**config.mk**
```make
export PLATFORM = sky130hd
export DESIGN_NAME = acc_alu
export DESIGN_NICKNAME = d
export VERILOG_FILES = /design/src/rtl/acc_alu_pkg.sv /design/src/rtl/shift_add_mul.sv /design/src/rtl/acc_alu.sv
export SDC_FILE = /design/constraint.sdc
export NUM_CORES = 1
export LEC_CHECK = 0
export CAP_MARGIN = 20
export CORE_ASPECT_RATIO = 2
export CORE_MARGIN = 2
export CORE_UTILIZATION = 50
export CTS_CLUSTER_DIAMETER = 80
export DETAILED_ROUTE_END_ITERATION = 7
export GPL_TIMING_DRIVEN = 1
export PLACE_DENSITY = 0.73
export SLEW_MARGIN = 15
export SYNTH_ARGS = -nofsm -noshare
export SYNTH_HDL_FRONTEND = slang
export SYNTH_HIERARCHICAL = 1
export SYNTH_SLANG_ARGS = --single-unit
```
**constraint.sdc**
```tcl
create_clock -name clk -period 3.2 [get_ports clk]
set_clock_uncertainty 0.05 [all_clocks]
set_input_delay 0.48 -clock clk [delete_from_list [all_inputs] [get_ports clk]]
set_output_delay 0.48 -clock clk [all_outputs]
set_load 0.005 [all_outputs]
```
**src/rtl/acc_alu_pkg.sv**
```systemverilog
// Shared opcode and FSM state encodings for the accumulator ALU.
package acc_alu_pkg;

    localparam int OP_W = 4;

    typedef enum logic [OP_W-1:0] {
        OP_NOP   = 4'd0,
        OP_LOAD  = 4'd1,
        OP_STORE = 4'd2,
        OP_ADD   = 4'd3,
        OP_SUB   = 4'd4,
        OP_AND   = 4'd5,
        OP_OR    = 4'd6,
        OP_XOR   = 4'd7,
        OP_NOT   = 4'd8,
        OP_SHL   = 4'd9,
        OP_SHR   = 4'd10,
        OP_MUL   = 4'd11
    } op_e;

    typedef enum logic [1:0] {
        S_IDLE = 2'd0,
        S_EXEC = 2'd1,
        S_MUL  = 2'd2,
        S_DONE = 2'd3
    } state_e;

endpackage

```
**src/rtl/shift_add_mul.sv**
```systemverilog
// Iterative unsigned shift-add multiplier: bit 0 of b is consumed on load,
// the remaining WIDTH-1 bits one per cycle while busy is high.
module shift_add_mul #(
    parameter int WIDTH = 8
) (
    input  logic               clk,
    input  logic               rst,
    input  logic               load,
    input  logic [WIDTH-1:0]   a,
    input  logic [WIDTH-1:0]   b,
    output logic               busy,
    output logic [2*WIDTH-1:0] product
);

    localparam int CW = $clog2(WIDTH + 1);

    logic [2*WIDTH-1:0] prod;
    logic [2*WIDTH-1:0] mcand;
    logic [WIDTH-1:0]   mplier;
    logic [CW-1:0]      cnt;

    // NOTE: sequential state uses non-blocking assignments so every register
    // samples the pre-edge values of its neighbours, matching the hardware.
    always_ff @(posedge clk) begin
        if (rst) begin
            prod   <= '0;
            mcand  <= '0;
            mplier <= '0;
            cnt    <= '0;
        end else if (load) begin
            prod   <= b[0] ? {{WIDTH{1'b0}}, a} : '0;
            mcand  <= {{(WIDTH-1){1'b0}}, a, 1'b0};
            mplier <= b >> 1;
            cnt    <= CW'(WIDTH - 1);
        end else if (cnt != '0) begin
            if (mplier[0]) begin
                prod <= prod + mcand;
            end
            mcand  <= mcand << 1;
            mplier <= mplier >> 1;
            cnt    <= cnt - 1'b1;
        end
    end

    assign busy    = (cnt != '0);
    assign product = prod;

endmodule

```
**src/rtl/acc_alu.sv**
```systemverilog
// Multi-cycle accumulator ALU driving an attached register file.
// ACC_ALU_MUL_EN adds the iterative MUL opcode; without it opcode 11 is a NOP.
module acc_alu
    import acc_alu_pkg::*;
#(
    parameter int WIDTH = 8,
    parameter int N_REG = 8
) (
    input  logic                     clk,
    input  logic                     rst,
    input  logic                     start,
    input  logic [OP_W-1:0]          op,
    input  logic [$clog2(N_REG)-1:0] reg_sel,
    output logic                     busy,
    output logic                     done,
    output logic [$clog2(N_REG)-1:0] rf_a,
    output logic                     rf_ce,
    output logic [WIDTH-1:0]         rf_in,
    input  logic [WIDTH-1:0]         rf_out,
    output logic [WIDTH-1:0]         acc,
    output logic                     flag_z,
    output logic                     flag_c
);

    localparam int AW = $clog2(N_REG);
    localparam logic [AW-1:0] USER_REG = AW'(N_REG - 1);

    state_e state, state_nxt;
    op_e    op_q;

    logic [WIDTH-1:0] alu_acc;
    logic             alu_c;
    logic             alu_z;
    logic [WIDTH:0]   sum;

    assign sum = {1'b0, acc} + {1'b0, rf_out};

`ifdef ACC_ALU_MUL_EN
    logic               mul_busy;
    logic [2*WIDTH-1:0] mul_prod;

    shift_add_mul #(.WIDTH(WIDTH)) u_mul (
        .clk     (clk),
        .rst     (rst),
        .load    (state == S_EXEC && op_q == OP_MUL),
        .a       (acc),
        .b       (rf_out),
        .busy    (mul_busy),
        .product (mul_prod)
    );
`endif

    // NOTE: every always_comb output gets a default first, so no path can
    // leave a variable unassigned and infer a latch.
    always_comb begin
        alu_acc = acc;
        alu_c   = flag_c;
        alu_z   = flag_z;
        case (op_q)
            OP_LOAD: begin alu_acc = rf_out; alu_c = 1'b0; end
            OP_ADD:  {alu_c, alu_acc} = sum;
            OP_SUB:  begin alu_acc = acc - rf_out; alu_c = (acc < rf_out); end
            OP_AND:  alu_acc = acc & rf_out;
            OP_OR:   alu_acc = acc | rf_out;
            OP_XOR:  alu_acc = acc ^ rf_out;
            OP_NOT:  alu_acc = ~acc;
            OP_SHL:  {alu_c, alu_acc} = {acc, 1'b0};
            OP_SHR:  {alu_acc, alu_c} = {1'b0, acc};
            default: ;
        endcase
        case (op_q)
            OP_LOAD, OP_ADD, OP_SUB, OP_AND, OP_OR, OP_XOR,
            OP_NOT, OP_SHL, OP_SHR: alu_z = (alu_acc == '0);
            default: ;
        endcase
    end

    always_comb begin
        state_nxt = state;
        case (state)
            S_IDLE: if (start) state_nxt = S_EXEC;
`ifdef ACC_ALU_MUL_EN
            S_EXEC: state_nxt = (op_q == OP_MUL) ? S_MUL : S_DONE;
            S_MUL:  if (!mul_busy) state_nxt = S_DONE;
`else
            S_EXEC: state_nxt = S_DONE;
            S_MUL:  state_nxt = S_IDLE;
`endif
            S_DONE: state_nxt = S_IDLE;
            default: state_nxt = S_IDLE;
        endcase
    end

    // NOTE: the synchronous reset clears every register here, datapath
    // included, because an aborted op must leave acc and flags at zero.
    always_ff @(posedge clk) begin
        if (rst) begin
            state  <= S_IDLE;
            op_q   <= OP_NOP;
            rf_a   <= '0;
            acc    <= '0;
            flag_z <= 1'b0;
            flag_c <= 1'b0;
        end else begin
            state <= state_nxt;
            if (state == S_IDLE && start) begin
                op_q <= op_e'(op);
                rf_a <= reg_sel;
            end
            if (state == S_EXEC) begin
                acc    <= alu_acc;
                flag_z <= alu_z;
                flag_c <= alu_c;
            end
`ifdef ACC_ALU_MUL_EN
            if (state == S_MUL && !mul_busy) begin
                acc    <= mul_prod[WIDTH-1:0];
                flag_c <= |mul_prod[2*WIDTH-1:WIDTH];
                flag_z <= (mul_prod[WIDTH-1:0] == '0);
            end
`endif
        end
    end

    assign busy  = (state != S_IDLE);
    assign done  = (state == S_DONE);
    assign rf_in = acc;
    // Gated by rst so an op aborted during EXEC never writes the register file.
    assign rf_ce = !rst && (state == S_EXEC) && (op_q == OP_STORE) && (rf_a != USER_REG);

endmodule

```
==> summary.txt, run 1 <==
Worst hold path
  • Classification of the worst-slack hold path: reg -> reg

CTS
  • Root Driver: sky130_fd_sc_hd__clkbuf_8
  • CTS sink count: 19
  • H-tree levels: 1
  • Clock Pin Slew Worst Setup and Hold Paths: around 0.07 ns
  • CTS tree: built
  • Inserted Clock Buffers: 3
  • Insertion delay of the later-clocked pin in the worst-skew pair: roughly 0.25 ns
  • Max Buffers Root-to-Sink: 2
  • Hold_buf cts: 0

Yosys
  • Post-synth top area cell: sky130_fd_sc_hd__dfxtp_1
  • Number of standard cells after synthesis: about 340
  • Synth top area cells: sky130_fd_sc_hd__dfxtp_1 15%, sky130_fd_sc_hd__ha_1 12%, sky130_fd_sc_hd__nor2_1 5.6%, sky130_fd_sc_hd__a21oi_1 4.7%, sky130_fd_sc_hd__inv_1 4.0%
  • Post-Synthesis Mean Instance Area: 7.55 sq um
  • Total nets after synthesis: about 380
  • Number of warning messages in the yosys log: 6
  • Flop and latch count out of synthesis: 19
  • Netlist area before placement: around 2500 sq um
  • Count of distinct cell types in the synthesized netlist: 65
  • Sequential cell area fraction in the yosys report: 0.150
  • Number of enable-type register cells in the synthesized netlist: 0
  • Share of async-settable or async-resettable flops after synthesis: 0
  • Most frequently used flop master after synthesis: sky130_fd_sc_hd__dfxtp_1
  • Share of the synthesized area in the top cell type: 0.150

Timing
  • Max-slew violations: 0
  • Slew at the pin closest to its max-slew limit: 0.733 ns
  • Timing-limited maximum frequency: roughly 330 MHz
  • Max-slew headroom: 0.510
  • Final-report setup violation count: 0
  • RSZ-0062 raised after global routing: false
  • Number of hold violations in the final report: 0
  • Clock period minus worst slack: 3.07 ns
  • Part of the cycle the worst path needs: 0.958

Setup path
  • CP max-delay cell: sky130_fd_sc_hd__a2111oi_1
  • Critical Path Start Type: input port
  • Largest stage delay, worst path: slightly below 0.6 ns
  • Cells traversed along the worst timing path: clkdlybuf4s50_1, inv_1, ha_1, o21ai_1, o311a_1, o21bai_1, nor2_1, a2111oi_1, nor4b_2, a21o_1
  • CP Data Required Time: roughly 3.4 ns
  • R2R setup slack: about 0.25 ns
  • Critical path capture point type: flop
  • Maximum net fanout on the critical path: 6
  • Arrival time of the worst setup path: between 3 and 4 ns
  • Worst path top cell family by delay: compound AO/OA/AOI/OAI gates
  • Setup Crit Path Kind: in -> reg
  • Crit path buf inv count: 2

Routing
  • Initial detailed-routing violation count: about 110
  • Drt total wl: about 8400 um
  • DRC errors left: 0
  • Via Count: 2810
  • Ratio of routed vias to standard cells: approximately 6.4
  • Remaining antenna violation count: 0
  • First-pass iteration count of the detailed router: 5
  • Routed wirelength normalized by instance count: around 19 um

Floorplanning
  • Height of the die: 105 um
  • Placement Rows: 36
  • Initial Utilization: 0.523
  • Overall die area: 5710 sq um
  • I/O pins: 42
  • Horizontal die dimension: about 54 um
  • Core area: 4860 sq um

Placed design
  • Quantity of I/O buffers inserted on ports: 41
  • GPL Wtd Cong: between 0.9 and 1
  • Detailed placement HPWL: between 6000 and 7000 um
  • Cell Count Post-Placement: around 430
  • Instance area after placement: 3050 sq um

Pwr
  • Standby leakage power: 1.20 nW
  • Clock power share: 0.188
  • Ratio of total power to cell area: between 200 and 300 nW/um^2
  • Net Switching: 343 uW
  • Maximum ir drop on the vdd rail: ~390 uV
  • Gate power share: 0.486
  • Internal power of the cells: between 500 and 600 uW
  • Switching part of the total power: 0.393
  • Sequential fraction of design power: 0.326

Global routing
  • Via count of the first global-routing pass: 2755
  • Antenna violations before repair: 0
  • Congestion Overflow GR: 0
  • Largest net degree at the start of global routing: 25
  • Global-route usage over all layers: 0.313
  • Wire length of the first global-routing pass: 13400 um

Layout
  • Post-route insts no fill: around 440
  • Number of antenna diodes: 0
  • Fraction of final layout cells with drive strength greater than 1: 0.113
  • Layout fillers: 450
  • Area growth from synthesis to layout: 21.7%
  • Final layout net count: roughly 430
  • Design area: between 3000 and 4000 sq um

Flow run
  • # Max-Cap Violations: 0

Status
  • Run status: completed
layout make-up:
type / instances / area [sq um] / share of cell area
clock buffer: 3 / 41.3 / 0.0133
sequential: 19 / 380 / 0.123
multi-input combinational: 259 / 1880 / 0.606
timing repair buffer: 68 / 613 / 0.198
clock inverter: 1 / 5.00 / 0.00162
inverter: 29 / 109 / 0.0352
tap: 57 / 71.3 / 0.0230
synth_stat cells (3+ instances only):
cell / number
sky130_fd_sc_hd__a2bb2oi_1: 3
sky130_fd_sc_hd__dfxtp_1: 19
sky130_fd_sc_hd__o211ai_1: 3
sky130_fd_sc_hd__nor3_1: 7
sky130_fd_sc_hd__mux2i_1: 10
sky130_fd_sc_hd__clkbuf_1: 8
sky130_fd_sc_hd__nand4_1: 3
sky130_fd_sc_hd__nand3_1: 9
sky130_fd_sc_hd__nand3b_1: 4
sky130_fd_sc_hd__a21o_1: 4
sky130_fd_sc_hd__a211oi_4: 3
sky130_fd_sc_hd__o21ai_0: 17
sky130_fd_sc_hd__buf_4: 8
sky130_fd_sc_hd__buf_6: 3
sky130_fd_sc_hd__buf_2: 11
sky130_fd_sc_hd__inv_1: 27
sky130_fd_sc_hd__a31oi_1: 4
sky130_fd_sc_hd__a21oi_1: 24
sky130_fd_sc_hd__nand2b_1: 7
sky130_fd_sc_hd__nor2_1: 38
sky130_fd_sc_hd__nand2_1: 14
sky130_fd_sc_hd__a211oi_1: 6
sky130_fd_sc_hd__a221oi_1: 4
sky130_fd_sc_hd__ha_1: 25
sky130_fd_sc_hd__o221ai_1: 8
sky130_fd_sc_hd__nor2b_1: 9
sky130_fd_sc_hd__o21ai_1: 3
power groups by stage:
| stage | registers, mW | clock network, mW | logic, mW |
|---|---|---|---|
| global route | 0.287 | 0.184 | 0.461 |
| detailed placement | 0.289 | 0 | 0.414 |
| global placement | 0.288 | 0 | 0.412 |
| finish | 0.284 | 0.165 | 0.425 |
| CTS | 0.283 | 0.171 | 0.418 |
| floorplan | 0.277 | 0 | 0.272 |
worst paths after layout:
path,start,endpoint,cells after the start
max,rf_out[3],flag_z,10
min,state[1],state[0],1
max reg2reg,acc[4],flag_z,9
min reg2reg,state[1],state[0],1
registers in the layout, summed over array words and instances, names as in the netlist:
name,count
op_q,4
rf_a,3
flag_c,1
state,2
flag_z,1
acc,8
layout by cell type (no fill, tap or decap), types with 3 or more instances in the layout:
| cell | n |
|---|---|
| sky130_fd_sc_hd__nand3b_1 | 4 |
| sky130_fd_sc_hd__a2bb2oi_1 | 3 |
| sky130_fd_sc_hd__nand4_1 | 3 |
| sky130_fd_sc_hd__o21ai_1 | 4 |
| sky130_fd_sc_hd__inv_1 | 27 |
| sky130_fd_sc_hd__mux2i_1 | 10 |
| sky130_fd_sc_hd__nand3_1 | 9 |
| sky130_fd_sc_hd__ha_1 | 25 |
| sky130_fd_sc_hd__buf_4 | 27 |
| sky130_fd_sc_hd__a221oi_1 | 4 |
| sky130_fd_sc_hd__nand2_1 | 14 |
| sky130_fd_sc_hd__nor2b_1 | 9 |
| sky130_fd_sc_hd__a21o_1 | 4 |
| sky130_fd_sc_hd__a21oi_1 | 24 |
| sky130_fd_sc_hd__clkdlybuf4s50_1 | 41 |
| sky130_fd_sc_hd__dfxtp_1 | 19 |
| sky130_fd_sc_hd__o211ai_1 | 3 |
| sky130_fd_sc_hd__nand2b_1 | 7 |
| sky130_fd_sc_hd__nor3_1 | 7 |
| sky130_fd_sc_hd__a31oi_1 | 4 |
| sky130_fd_sc_hd__o21ai_0 | 16 |
| sky130_fd_sc_hd__o221ai_1 | 8 |
| sky130_fd_sc_hd__clkbuf_8 | 3 |
| sky130_fd_sc_hd__nor2_1 | 38 |
| sky130_fd_sc_hd__a211oi_1 | 6 |
| sky130_fd_sc_hd__a211oi_4 | 3 |
per-stage QoR:
stage	TNS, ns	hold slack [ns]	setup WS (ns)	power (mW)	utilization
after detailed placement	-0.287	0.438	-0.163	0.703	0.627
after floorplan	0	0.392	0.571	0.548	-
after CTS	0	0.443	0.0452	0.872	0.636
after global placement	-0.376	0.416	-0.231	0.700	0.627
final	0	0.435	0.133	0.873	0.637
after global routing	0	0.463	0.0179	0.932	0.637
what timing repair did:
item / CTS / global route
resized for setup: 0 / 2
setup endpoints to repair: 0 / 2
hold endpoints to repair: 0 / 0
buffers inserted: 0 / 0
per-layer routing:
metal  vias to the layer above  part of all wire  routed length (um)  track usage
met2                       155              0.52                4340        0.520
met5                         -                 0                   0            0
met1                      1304              0.36                3040        0.373
met3                        35             0.062                 516       0.0243
met4                         0             0.057                 475        0.177
li1                       1316                 -                   -            -
kinds of logic after synthesis:
logic type,Yosys count,share of synthesized area
simple gates,111,0.232
buf+inv,59,0.113
mux,10,0.0394
fa+ha+maj,27,0.139
compound gates,111,0.328
flops,19,0.150
worst register-to-register path: stages, from the launching register on:
cell                        delay, ns
sky130_fd_sc_hd__dfxtp_1         0.54
sky130_fd_sc_hd__inv_1           0.20
sky130_fd_sc_hd__ha_1            0.34
sky130_fd_sc_hd__inv_1           0.09
sky130_fd_sc_hd__o311a_1         0.39
sky130_fd_sc_hd__o21bai_1        0.20
sky130_fd_sc_hd__nor2_1          0.08
sky130_fd_sc_hd__a2111oi_1       0.58
sky130_fd_sc_hd__nor4b_2         0.30
sky130_fd_sc_hd__a21o_1          0.14
(Power assumes the default switching activity.)
==> run 2: changes to the inputs <==
--- a/config.mk
+++ b/config.mk
@@ -6,13 +6,15 @@
 export NUM_CORES = 1
 export LEC_CHECK = 0
 export CAP_MARGIN = 20
+export CELL_PAD_IN_SITES_DETAIL_PLACEMENT = 1
+export CELL_PAD_IN_SITES_GLOBAL_PLACEMENT = 1
 export CORE_ASPECT_RATIO = 2
 export CORE_MARGIN = 2
-export CORE_UTILIZATION = 50
+export CORE_UTILIZATION = 40
 export CTS_CLUSTER_DIAMETER = 80
 export DETAILED_ROUTE_END_ITERATION = 7
 export GPL_TIMING_DRIVEN = 1
-export PLACE_DENSITY = 0.73
+export PLACE_DENSITY = 0.79
 export SLEW_MARGIN = 15
 export SYNTH_ARGS = -nofsm -noshare
 export SYNTH_HDL_FRONTEND = slang
==> summary.txt, run 2 (synthesis results as in run 1) <==
Setup path
  • R2R setup slack: approximately 0.45 ns
  • CP Data Required Time: ~3.4 ns
  • R2R depth: 10
  • Arrival time of the worst setup path: ~3.2 ns
  • Source of the critical timing path: rf_out[1]
  • Critical Path Start Type: input port
  • Worst reg2reg startpoint: acc[0]
  • Worst reg2reg path endpoint: flag_z
  • Critical path capture point type: flop
  • Crit path capture: flag_z
  • Maximum net fanout on the critical path: 4
  • Setup Crit Path Kind: in -> reg

Timing
  • Slew at the pin closest to its max-slew limit: about 0.93 ns
  • Final-report setup violation count: 0
  • Max-slew violations: 0
  • Clock period minus worst slack: just over 3 ns
  • RSZ-0062 raised after global routing: false
  • Final critical-path setup slack: 0.122 ns
  • Total negative setup slack: 0 ns
  • Timing-limited maximum frequency: ~320 MHz
  • Number of hold violations in the final report: 0
  • Max-slew headroom: 0.368
  • Part of the cycle the worst path needs: 0.962

Pwr
  • Switching part of the total power: 0.382
  • Net Switching: approximately 390 uW
  • Sequential fraction of design power: 0.272
  • Standby leakage power: around 1.3 nW
  • Internal power of the cells: between 600 and 700 uW
  • Clock power share: 0.263
  • Ratio of total power to cell area: 312 nW/um^2
  • Overall power: roughly 1 mW
  • Maximum ir drop on the vdd rail: slightly above 200 uV
  • Gate power share: 0.465

Layout
  • Layout fillers: just under 800
  • Biggest register: acc
  • Area growth from synthesis to layout: 27.0%
  • Number of antenna diodes: 0
  • Leading cell type in the layout, fill and taps excluded: sky130_fd_sc_hd__clkdlybuf4s50_1
  • Final layout net count: between 400 and 500
  • Footprint of the multi-input gates: ~1900 sq um
  • Largest register FFs: 8
  • Sequential cell area: 380 sq um
  • Post-route insts no fill: approximately 470
  • Top flop regs: acc x8, op_q x4, rf_a x3
  • Most frequent cells in the layout: 41 x sky130_fd_sc_hd__clkdlybuf4s50_1, 38 x sky130_fd_sc_hd__nor2_1, 35 x sky130_fd_sc_hd__buf_4
  • Fraction of final layout cells with drive strength greater than 1: 0.134

CTS
  • H-tree levels: 1
  • CTS tree: built
  • Root Driver: sky130_fd_sc_hd__clkbuf_16
  • CTS sink count: 19
  • Hold_buf cts: 0
  • Max Buffers Root-to-Sink: 2
  • Inserted Clock Buffers: 3
  • Clock Pin Slew Worst Setup and Hold Paths: 0.06 ns
  • Insertion delay of the later-clocked pin in the worst-skew pair: 0.25 ns

Global routing
  • Antenna violations before repair: 0
  • Congestion Overflow GR: 0
  • Wire length of the first global-routing pass: 16000 um
  • Met1 track demand over resource: 0.337
  • Busiest metal layer after global routing: met2
  • GRT met3 Usage: 0.0308
  • Via count of the first global-routing pass: approximately 3.1k
  • Global-route usage over all layers: 0.302
  • GRT met2 Usage: 0.533
  • Largest net degree at the start of global routing: 32

Floorplanning
  • Initial Utilization: 0.410
  • I/O pins: 42
  • Core area: ~6200 sq um
  • Height of the die: approximately 120 um
  • Placement Rows: 41
  • Horizontal die dimension: approximately 60 um
  • Overall die area: about 7100 sq um

Status
  • Run status: completed

Placed design
  • Worst setup slack after placement: -0.130 ns
  • Cell Count Post-Placement: 469
  • Detailed placement HPWL: 7860 um
  • GPL Wtd Cong: between 0.9 and 1
  • Quantity of I/O buffers inserted on ports: 41

Worst hold path
  • Worst Hold Depth: 2
  • Classification of the worst-slack hold path: reg -> reg
  • Min-delay src: flag_c

Routing
  • First-pass iteration count of the detailed router: 4
  • Ratio of routed vias to standard cells: ~6.1
  • Routed wirelength normalized by instance count: 21.6 um
  • Via Count: a little under 3k
  • Drt total wl: 10200 um
  • DRC errors left: 0
  • Remaining antenna violation count: 0
  • Initial detailed-routing violation count: roughly 170

Flow run
  • # Max-Cap Violations: 0
==> run 2: changes by cell type in the layout (fill, tap and decap cells not counted), sizes merged <==
cell  delta
buf      +8
==> run 2: layout make-up <==
class                   instances  area share
flip-flops and latches         19       0.118
inverters                      29      0.0337
multi-input cells             259       0.582
clock buffers                   3      0.0232
repair buffers                 76       0.208
well taps                      86      0.0333
clock inverters                 1     0.00155
==> run 2: worst max-delay path: stages <==
cell	delay, ns
sky130_fd_sc_hd__clkdlybuf4s50_1	0.49
sky130_fd_sc_hd__inv_1	0.10
sky130_fd_sc_hd__buf_4	0.15
sky130_fd_sc_hd__fa_1	0.45
sky130_fd_sc_hd__a211oi_1	0.37
sky130_fd_sc_hd__o221ai_1	0.24
sky130_fd_sc_hd__a211oi_4	0.32
sky130_fd_sc_hd__o2111ai_1	0.19
sky130_fd_sc_hd__nor4b_2	0.28
sky130_fd_sc_hd__a21o_1	0.16
==> run 2: how the worst min path moves through the flow <==
stage,to,slack [ns]
detailed placement,flag_c,0.43
global placement,state[0],0.41
finish,flag_c,0.43
CTS,flag_c,0.44
floorplan,state[0],0.39
global route,flag_c,0.47
==> run 2: through the flow <==
| stage | area (sq um) | utilization | hold WS, ns |
|---|---|---|---|
| 2_1_floorplan | 2540 | - | 0.392 |
| 3_3_place_gp | 3150 | 0.507 | 0.410 |
| 3_5_place_dp | 3150 | 0.507 | 0.430 |
| 4_1_cts | 3230 | 0.520 | 0.438 |
| 5_1_grt | 3230 | 0.520 | 0.468 |
| 6_report | 3230 | 0.520 | 0.432 |
==> run 2: power by group through the flow <==
stage | registers, mW | logic, mW | clock network [mW]
after global routing | 0.275 | 0.502 | 0.288
after detailed placement | 0.278 | 0.456 | 0
after CTS | 0.274 | 0.461 | 0.266
after global placement | 0.277 | 0.442 | 0
final | 0.274 | 0.468 | 0.266
after floorplan | 0.277 | 0.272 | 0
==> run 2: routing by layer <==
metal | vias to the layer above | share of wire | wire length (um)
met5 | - | 0 | 0
met4 | 0 | 0.056 | 573
met3 | 45 | 0.045 | 458
met2 | 129 | 0.53 | 5440
met1 | 1392 | 0.37 | 3750
li1 | 1322 | - | -
==> run 2: repair_timing <==
item | CTS | global route
hold endpoints to repair | 0 | 0
endpoints found under the setup margin | 0 | 1
buffers inserted | 0 | 0
gates resized for setup | 0 | 2
